### src/rtl/timer_pkg.sv
// Timer shared definitions: register offsets, tap-select mapping, FSM state encoding.
package timer_pkg;

  localparam int unsigned CNT_W = 16;
  localparam int unsigned TAP_W = 4;
  localparam int unsigned OFF_W = 2;

  // Register offsets relative to BASE
  localparam logic [OFF_W-1:0] OFF_DIV  = 2'd0;
  localparam logic [OFF_W-1:0] OFF_TIMA = 2'd1;
  localparam logic [OFF_W-1:0] OFF_TMA  = 2'd2;
  localparam logic [OFF_W-1:0] OFF_TAC  = 2'd3;

  typedef enum logic {
    ST_RUN = 1'b0,
    ST_OVF = 1'b1
  } state_e;

  // TAC[1:0] -> prescaler counter bit watched for falling edges
  function automatic logic [TAP_W-1:0] tac_tap(input logic [1:0] sel);
    logic [TAP_W-1:0] tap;
    tap = 4'd9;
    case (sel)
      2'b00:   tap = 4'd9;
      2'b01:   tap = 4'd3;
      2'b10:   tap = 4'd5;
      default: tap = 4'd7;
    endcase
    return tap;
  endfunction

endpackage

### src/rtl/timer_prescaler.sv
// Timer prescaler: 16-bit free-running counter, tap mux and falling-edge tick detector.
// Macro TIMER_DIV_GLITCH_EN lets DIV/TAC writes that drop the tapped signal produce a tick.
module timer_prescaler
  import timer_pkg::*;
(
  input  logic       clk,
  input  logic       reset,
  input  logic       div_wr_i,
  input  logic       tac_wr_i,
  input  logic [2:0] tac_next_i,
  output logic [7:0] div_o,
  output logic       tick_c_o
);

  logic [CNT_W-1:0] cnt_q, cnt_d;
  logic             hist_q;
  logic             sig_next;

  // Next counter value, tapped signal after this edge, and its falling edge
  always_comb begin
    cnt_d    = div_wr_i ? '0 : cnt_q + CNT_W'(1);
    sig_next = tac_next_i[2] & cnt_d[tac_tap(tac_next_i[1:0])];
`ifdef TIMER_DIV_GLITCH_EN
    tick_c_o = hist_q & ~sig_next;
`else
    // History is simply re-sampled across DIV/TAC writes, so they never tick
    tick_c_o = hist_q & ~sig_next & ~(div_wr_i | tac_wr_i);
`endif
  end

`ifdef TIMER_DIV_GLITCH_EN
  logic tac_wr_unused;
  assign tac_wr_unused = tac_wr_i;
`endif

  // Counter and edge-history registers
  always_ff @(posedge clk) begin
    if (reset) begin
      cnt_q  <= '0;
      hist_q <= 1'b0;
    end else begin
      cnt_q  <= cnt_d;
      hist_q <= sig_next;
    end
  end

  assign div_o = cnt_q[CNT_W-1:CNT_W-8];

endmodule

### src/rtl/timer.sv
// Timer top: bus decode, TIMA/TMA/TAC registers and overflow-reload FSM.
// Macro TIMER_DIV_GLITCH_EN (see timer_prescaler) enables write-induced ticks.
module timer
  import timer_pkg::*;
#(
  parameter logic [15:0] BASE      = 16'hFF04,
  parameter int unsigned OVF_DELAY = 4
) (
  input  logic        clk,
  input  logic        reset,
  input  logic [15:0] cpu_addr,
  input  logic [7:0]  cpu_data_w,
  input  logic        cpu_do_write,
  output logic [7:0]  data_r,
  output logic        data_active,
  output logic        irq
);

  localparam int unsigned DW      = 8;
  localparam int unsigned OC_W    = (OVF_DELAY > 1) ? $clog2(OVF_DELAY) : 1;
  localparam logic [OC_W-1:0] OC_LAST = OC_W'(OVF_DELAY - 1);

  state_e          state_q, state_d;
  logic [DW-1:0]   tima_q, tima_d;
  logic [DW-1:0]   tma_q, tma_d;
  logic [2:0]      tac_q, tac_d;
  logic [OC_W-1:0] ovf_cnt_q, ovf_cnt_d;
  logic            irq_q, irq_d;

  logic [15:0]     off_c;
  logic            wr_div, wr_tima, wr_tma, wr_tac;
  logic [DW-1:0]   div_val;
  logic            tick_c;

  timer_prescaler u_prescaler (
    .clk        (clk),
    .reset      (reset),
    .div_wr_i   (wr_div),
    .tac_wr_i   (wr_tac),
    .tac_next_i (tac_d),
    .div_o      (div_val),
    .tick_c_o   (tick_c)
  );

  // Address decode and write strobes
  always_comb begin
    off_c       = cpu_addr - BASE;
    data_active = (off_c[15:OFF_W] == '0);
    wr_div      = cpu_do_write & data_active & (off_c[OFF_W-1:0] == OFF_DIV);
    wr_tima     = cpu_do_write & data_active & (off_c[OFF_W-1:0] == OFF_TIMA);
    wr_tma      = cpu_do_write & data_active & (off_c[OFF_W-1:0] == OFF_TMA);
    wr_tac      = cpu_do_write & data_active & (off_c[OFF_W-1:0] == OFF_TAC);
  end

  // Combinational read mux
  always_comb begin
    data_r = 8'hFF;
    if (data_active) begin
      case (off_c[OFF_W-1:0])
        OFF_DIV:  data_r = div_val;
        OFF_TIMA: data_r = tima_q;
        OFF_TMA:  data_r = tma_q;
        default:  data_r = {5'b11111, tac_q};
      endcase
    end
  end

  // Plain configuration registers (next values feed the reload and prescaler)
  always_comb begin
    tma_d = wr_tma ? cpu_data_w : tma_q;
    tac_d = wr_tac ? cpu_data_w[2:0] : tac_q;
  end

  // TIMA / overflow FSM next state
  always_comb begin
    state_d   = state_q;
    tima_d    = tima_q;
    ovf_cnt_d = ovf_cnt_q;
    irq_d     = 1'b0;
    case (state_q)
      ST_RUN: begin
        if (wr_tima) begin
          tima_d = cpu_data_w;
        end else if (tick_c) begin
          if (tima_q == 8'hFF) begin
            tima_d    = '0;
            ovf_cnt_d = '0;
            state_d   = ST_OVF;
          end else begin
            tima_d = tima_q + 8'd1;
          end
        end
      end
      ST_OVF: begin
        if (ovf_cnt_q == OC_LAST) begin
          // Exit cycle: reload wins over TIMA writes and ticks
          tima_d  = tma_d;
          irq_d   = 1'b1;
          state_d = ST_RUN;
        end else if (wr_tima) begin
          tima_d  = cpu_data_w;
          state_d = ST_RUN;
        end else begin
          ovf_cnt_d = ovf_cnt_q + OC_W'(1);
          if (tick_c) begin
            tima_d = tima_q + 8'd1;
          end
        end
      end
      default: state_d = ST_RUN;
    endcase
  end

  // State registers
  always_ff @(posedge clk) begin
    if (reset) begin
      state_q   <= ST_RUN;
      tima_q    <= '0;
      tma_q     <= '0;
      tac_q     <= '0;
      ovf_cnt_q <= '0;
      irq_q     <= 1'b0;
    end else begin
      state_q   <= state_d;
      tima_q    <= tima_d;
      tma_q     <= tma_d;
      tac_q     <= tac_d;
      ovf_cnt_q <= ovf_cnt_d;
      irq_q     <= irq_d;
    end
  end

  assign irq = irq_q;

endmodule

### config.mk
export PLATFORM = sky130hd
export DESIGN_NAME = timer
export DESIGN_NICKNAME = d
export VERILOG_FILES = /design/src/rtl/timer_pkg.sv /design/src/rtl/timer_prescaler.sv /design/src/rtl/timer.sv
export SDC_FILE = /design/constraint.sdc
export NUM_CORES = 1
export LEC_CHECK = 0
export ABC_CLOCK_PERIOD_IN_PS = 4400
export CAP_MARGIN = 20
export CORE_MARGIN = 2
export CORE_UTILIZATION = 30
export CTS_BUF_LIST = sky130_fd_sc_hd__clkbuf_4
export CTS_CLUSTER_DIAMETER = 120
export DETAILED_ROUTE_END_ITERATION = 10
export SYNTH_ARGS = -nofsm -noshare
export SYNTH_HDL_FRONTEND = slang
export SYNTH_HIERARCHICAL = 1
export SYNTH_SLANG_ARGS = --single-unit
export TNS_END_PERCENT = 10
### constraint.sdc
create_clock -name clk -period 4.4 [get_ports clk]
set_input_delay 0.88 -clock clk [delete_from_list [all_inputs] [get_ports clk]]
set_output_delay 0.88 -clock clk [all_outputs]
set_load 0.005 [all_outputs]
After elaboration in Yosys (flattened, before gate mapping)
Index checks and enable logic that the tools add are counted.
Word-level totals
  flip-flop bits (word level): 40
  input port bits: 27
  output and inout port bits: 10
  logic and storage cells: 73
Operators by class
  add/subtract/negate cells: 4
  order comparisons: 1
  equality and inequality tests: 14
  mux-type cells: 28
  bitwise operators: 12
  reduce and logical (&&, ||, !) cells: 6
Operators with widths (count)
  two-way mux 8 bit: 8
  one-hot mux 8 bit (3 select lines): 1
  adder 16 x 1 -> 16 bit, second input constant: 1
  two-way mux 16 bit: 1
  one-hot mux 8 bit (2 select lines): 1
  subtractor 16 bit, second input constant: 1
  zero test 14 bit: 1
  one-hot mux 4 bit (3 select lines): 1
  two-way mux 2 bit: 5
  inequality test 2 bit, second input constant: 5
  adder 8 x 1 -> 8 bit, second input constant: 1
  AND 1 bit: 8
  equality test 2 bit, second input constant: 4
  equality test 8 bit, second input constant: 1
  two-way mux 1 bit: 7
  < comparator 4 x 5 -> 1 bit, second input constant: 1
  AND reduction 5 bit: 1
  binary-select mux 1 bit (select 4 bit): 1
  equality test 2 x 1 -> 1 bit, second input constant: 2
  zero test 2 bit: 2
  inequality test 4 x 1 -> 1 bit, second input constant: 1
  one-hot mux 2 bit (2 select lines): 1
  two-way mux 3 bit: 1
  inequality test 3 bit, second input constant: 1
  6 further kinds: 8

Logic depth before layout (Yosys ltp)
  depth in word-level cells: 17
  mapped depth: 16
  depth with buffers taken out: 15

Cells and area by module
The synthesis kept the hierarchy.
By module, submodules not included
  timer: instances 1, cells each 198, area each 1664.1 um2, sequential area each 460.4 um2
  timer_prescaler: instances 1, cells each 93, area each 829.5 um2, sequential area each 340.3 um2

Worst setup path before layout
OpenSTA, ideal clock, no wires.
  path type: input to register
  start point: in cpu_addr[3]
  end point: reg tima_q[3]
  library setup time: 69 ps
  data arrival time: 3972 ps
  required time: 4331 ps
  path slack: 359 ps
  cell stages on the path: 16
  path buffers: 1
  path through: nor4_4 a211oi_2 mux2i_1 buf_6 nor2_4 nand4_4 mux2_4 nor2b_1 a221oi_1 o311a_1 nor2_1 or3_1 o41a_4 a221oi_2 a21oi_1 o21ai_1
On the way
  longest elaborated chain between the ends: 15
  elaborated cells on any way between the ends: 29
  classes of those cells: 1 x add/sub; 4 x eq/ne; 10 x mux; 11 x bitwise; 3 x reduce/logical
RTL lines
  start, declared: line timer.sv:11  | input logic [15:0] cpu_addr,
  subtractor 16 bit (*): line timer.sv:47  | off_c = cpu_addr - BASE;
  zero test 14 bit (*): line timer.sv:48  | data_active = (off_c[15:OFF_W] == '0);
  net data_active: line timer.sv:15  | output logic data_active,
  AND 1 bit (*) (2 in a row): line timer.sv:52  | wr_tac = cpu_do_write & data_active & (off_c[OFF_W-1:0] == OFF_TAC);
  two-way mux 3 bit (*): line timer.sv:71  | tac_d = wr_tac ? cpu_data_w[2:0] : tac_q;
  net tac_d[0]: line timer.sv:26  | logic [2:0] tac_q, tac_d;
  equality test 2 bit (tied with other cells): line timer_pkg.sv:23  | case (sel)
  one-hot mux 4 bit (3 select lines) (*): line timer_pkg.sv:23
  binary-select mux 1 bit (select 4 bit) (*): line timer_prescaler.sv:22  | sig_next = tac_next_i[2] & cnt_d[tac_tap(tac_next_i[1:0])];
  two-way mux 1 bit (implied by the code) (*): line timer_prescaler.sv:22
  AND 1 bit (*): line timer_prescaler.sv:22
  inverter 1 bit (*): line timer_prescaler.sv:27  | tick_c_o = hist_q & ~sig_next & ~(div_wr_i | tac_wr_i);
  AND 1 bit (*) (2 in a row): line timer_prescaler.sv:27
  net tick_c: line timer.sv:33  | logic tick_c;
  inequality test 4 x 1 -> 1 bit (no source line) / inequality test 3 bit (equally long branches)
  AND reduction 2 bit (no source line) (*)
  end signal, assigned: line timer.sv:125  | tima_q <= tima_d;
  end, declared: line timer.sv:24  | logic [DW-1:0] tima_q, tima_d;
Mark *: on every way through the listed nets, which the timed path passes. The rest lies on a longest branch. The select of a mux whose other input is x is not followed.
A chain may end at the register's enable or synchronous reset.

Final worst setup path
  start point: in cpu_addr[2]
  end point: reg tima_q[3]
On the way
  longest elaborated chain between the ends: 15
  elaborated cells on any way between the ends: 29
  classes of those cells: 1 x add/sub; 4 x eq/ne; 10 x mux; 11 x bitwise; 3 x reduce/logical
RTL lines (line)
  subtractor 16 bit (*): timer.sv:47
  zero test 14 bit (*): timer.sv:48
  AND 1 bit (*) (2 in a row): timer.sv:52
  two-way mux 3 bit (*): timer.sv:71
  net tac_d[0]: timer.sv:26
  equality test 2 bit (tied with other cells): timer_pkg.sv:23
  one-hot mux 4 bit (3 select lines) (*): timer_pkg.sv:23
  binary-select mux 1 bit (select 4 bit) (*): timer_prescaler.sv:22
  two-way mux 1 bit (implied by the code) (*): timer_prescaler.sv:22
  AND 1 bit (*): timer_prescaler.sv:22
  inverter 1 bit (*): timer_prescaler.sv:27
  AND 1 bit (*) (2 in a row): timer_prescaler.sv:27
  net tick_c: timer.sv:33
  inequality test 4 x 1 -> 1 bit (no source line) / inequality test 3 bit (equally long branches)
  AND reduction 2 bit (no source line) (*)
Marks and branches as above.

==> impl_metrics.csv <==
group,metric,value,unit
logic_synthesis,seq_area_frac_synth,0.3211,
global_routing,antenna_found_initial,0,
final_layout,area_growth_syn_to_layout,26.09,%
logic_synthesis,yosys_register_bits,40,
detailed_routing,ant_nets,0,
critical_path,required,4680,ps
sta,finalHoldViolCount,0,
critical_path,start_kind,"input port",
critical_path,worstSetupPathType,"in -> reg",
floorplanning,die_h,95.17,µm
detailed_routing,drc,0,
final_layout,drive_above_1_share,0.1796,
cts,tritoncts,"done",
sta,setup_viol,0,
global_routing,overflow,0,
logic_synthesis,synth_area_leaders,"dfxtp_1, nand2_1, nor2_1",
sta,slew_violations,0,
detailed_routing,routed_wl,6394,µm
critical_path,worst-path-max-fanout,8,
placement,placed_cell_area,0.003008,mm²
floorplanning,die_w,95.17,µm
global_routing,grt_max_degree,20,
worst_hold_path,hold_path_class,"reg -> reg",
sta,rsz0062_at_grt,"no",
logic_synthesis,yosys_warnings,6,
sta,min_period_over_period,0.9386,
global_routing,grt_pass1_vias,2078,
sta,max_freq,0.2421,GHz
logic_synthesis,ys_async_sr_fraction,0,
pwr,ir_drop,0.1452,mV
final_layout,fin_nets,363,
critical_path,cp-end-kind,"flop",
sta,max_slew_margin,0.4353,
critical_path,cpMostUsedCell,"a221oi_2",
cts,clock_latency,360,ps
floorplanning,start_util,0.3066,
sta,fin_skew,16.45,ps
logic_synthesis,synth_area_per_cell,8.569,µm²
pwr,power_density,257.0,mW/mm²
pwr,leakagePower,1.112,nW
floorplanning,placementRows,33,
detailed_routing,drtIter0Drc,107,
critical_path,cp_slowest_cell,"clkdlybuf4s50_1",
critical_path,critPathMaxStageDelay,450,ps
cts,cts.sinks,40,
logic_synthesis,netlist.top_cell.by_area,"dfxtp_1",
final_layout,fillers,821,
logic_synthesis,synth_cell_types,64,
floorplanning,dieArea,0.009057,mm²
logic_synthesis,synthFlopType,"dfxtp_1",
outcome,status,"finished, final reports clean",
floorplanning,core,0.008134,mm²
logic_synthesis,syn_inst,291,
placement,dp_hpwl,4830,µm
logic_synthesis,syn_area,0.002494,mm²
placement,io_buffers,36,
floorplanning,boundaryPins,37,
sta,tightest_slew,840.0,ps
pwr,power.total,808.1,µW
cts,htreeDepth,2,
detailed_routing,vias_per_cell,5.061,
placement,gp_congestion,0.8205,
logic_synthesis,synth_edf_count,0,
cts,path_clk_slew,120,ps
critical_path,worst_ep_arrival_time,4410,ps
detailed_routing,dr_total_vias,2227,
final_layout,fin_area,0.003144,mm²
critical_path,reg2reg_setup_slack,1760,ps
detailed_routing,first_pass_iters,4,
global_routing,grtUsageTotal,0.1426,
detailed_routing,wire_per_inst,14.53,µm
cts,cts-root-buf,"clkbuf_4",
sta,fin_crit,4130,ps
final_layout,fin_util,0.3866,
logic_synthesis,synth_fp_nets,321,
cts,cts_made_buffers,5,
logic_synthesis,synth_top_area_share,0.3211,
run,maxCapViolCount,0,
cts,max-clock-path-buffers,2,
global_routing,grt_pass1_wl,10020,µm
critical_path,critical_path.cell_chain,"clkdlybuf4s50_1 -> o2111ai_1 -> xor2_1 -> nand4_1 -> nor2_4 -> nand4_4 -> mux2_4 -> nor2b_1 -> a221oi_2 -> o311a_1 -> nor2_1 -> or3_1 -> o41a_4 -> a221oi_2 -> o21ai_0 -> o21ai_1",
## where the power goes
group,internal [mW],leakage (nW),switching (mW)
Sequential,0.364,0.323,0.00334
Clock,0.234,0.0654,0.131
Combinational,0.0383,0.724,0.0372
Total,0.637,1.11,0.171
## worst paths after layout
path / startpoint / end / cells past startpoint
setup / recovery: cpu_addr[2] / tima_q[3]$_SDFFE_PP0P_ / 16
hold / removal: tma_q[5]$_SDFF_PP0_ / tma_q[5]$_SDFF_PP0_ / 2
setup reg to reg: u_prescaler/cnt_q[2]$_SDFF_PP0_ / tima_q[3]$_SDFFE_PP0P_ / 11
hold reg to reg: tma_q[5]$_SDFF_PP0_ / tma_q[5]$_SDFF_PP0_ / 2
## final cells by class
| type | count | area, µm² | share of cell area |
|---|---|---|---|
| multi-input combinational | 224 | 1564 | 0.4974 |
| sequential | 40 | 800.8 | 0.2547 |
| timing repair buffer | 52 | 480.5 | 0.1528 |
| tap | 105 | 131.4 | 0.04178 |
| clock inverter | 3 | 90.09 | 0.02865 |
| clock buffer | 5 | 37.54 | 0.01194 |
| inverter | 10 | 37.54 | 0.01194 |
| antenna | 1 | 2.502 | 0.0007959 |
## cell usage in the layout, fill, tap and decap left out, types with 10 or more instances in the layout
master / instances
xor2_1: 10
nand2_1: 30
nor2_1: 29
a21oi_1: 16
clkdlybuf4s50_1: 36
o22ai_1: 12
inv_1: 10
buf_4: 16
dfxtp_1: 40
o21ai_0: 12
## registers in the layout (all words and copies together), names as in the netlist
name,flops
tima_q,8
u_prescaler/hist_q,1
tma_q,8
state_q,1
tac_q,3
irq,1
ovf_cnt_q,2
u_prescaler/cnt_q,16
## logic make-up after synthesis
family,synth area share
buffers and inverters,0.05570
and+or+nand+nor,0.2960
xor gates and xnor gates,0.05569
adders and majority gates,0.01505
muxes,0.07626
DFF,0.3211
AOI/OAI and AO/OA,0.1801
## per-layer routing
metal  wire [µm]  up-vias  global-route usage
li1            -     1129                   -
met3         323       10             0.03557
met1        3005     1038              0.1860
met4         110        0             0.05072
met5           0        -                   0
met2        2955       50              0.2283
## Yosys cell counts (7+ instances only)
library cell	count
nor3_1	8
nand3_1	8
nand4_1	7
buf_4	8
or3_1	7
clkbuf_1	7
nand2_1	30
inv_1	10
o22ai_1	12
dfxtp_1	40
xor2_1	10
a21oi_1	16
nor2_1	29
o21ai_0	12
## what timing repair did
item | in CTS | in global routing
gates resized for setup | 0 | 1
hold buffers | 0 | 0
setup endpoints to repair | 0 | 1
setup buffers | 0 | 0
## metrics by stage
stage                     setup slack (ps)  std cells  TNS [ps]  hold slack, ps
after floorplan                      358.6        291         0           458.4
after CTS                            240.0        439         0           501.8
after global routing                 64.86        439         0           510.0
after global placement               66.22        431         0           469.5
final                                270.0        440         0           502.1
after detailed placement            -29.76        431    -29.76           483.8
## critical path: cells and delay by family
kind | cells | cell delay [ps]
compound gates | 7 | 1510
mux | 1 | 320
simple gates | 6 | 1020
buf+inv | 1 | 450
xor+xnor | 1 | 220
Note: power is estimated with default switching activity, not from simulation.
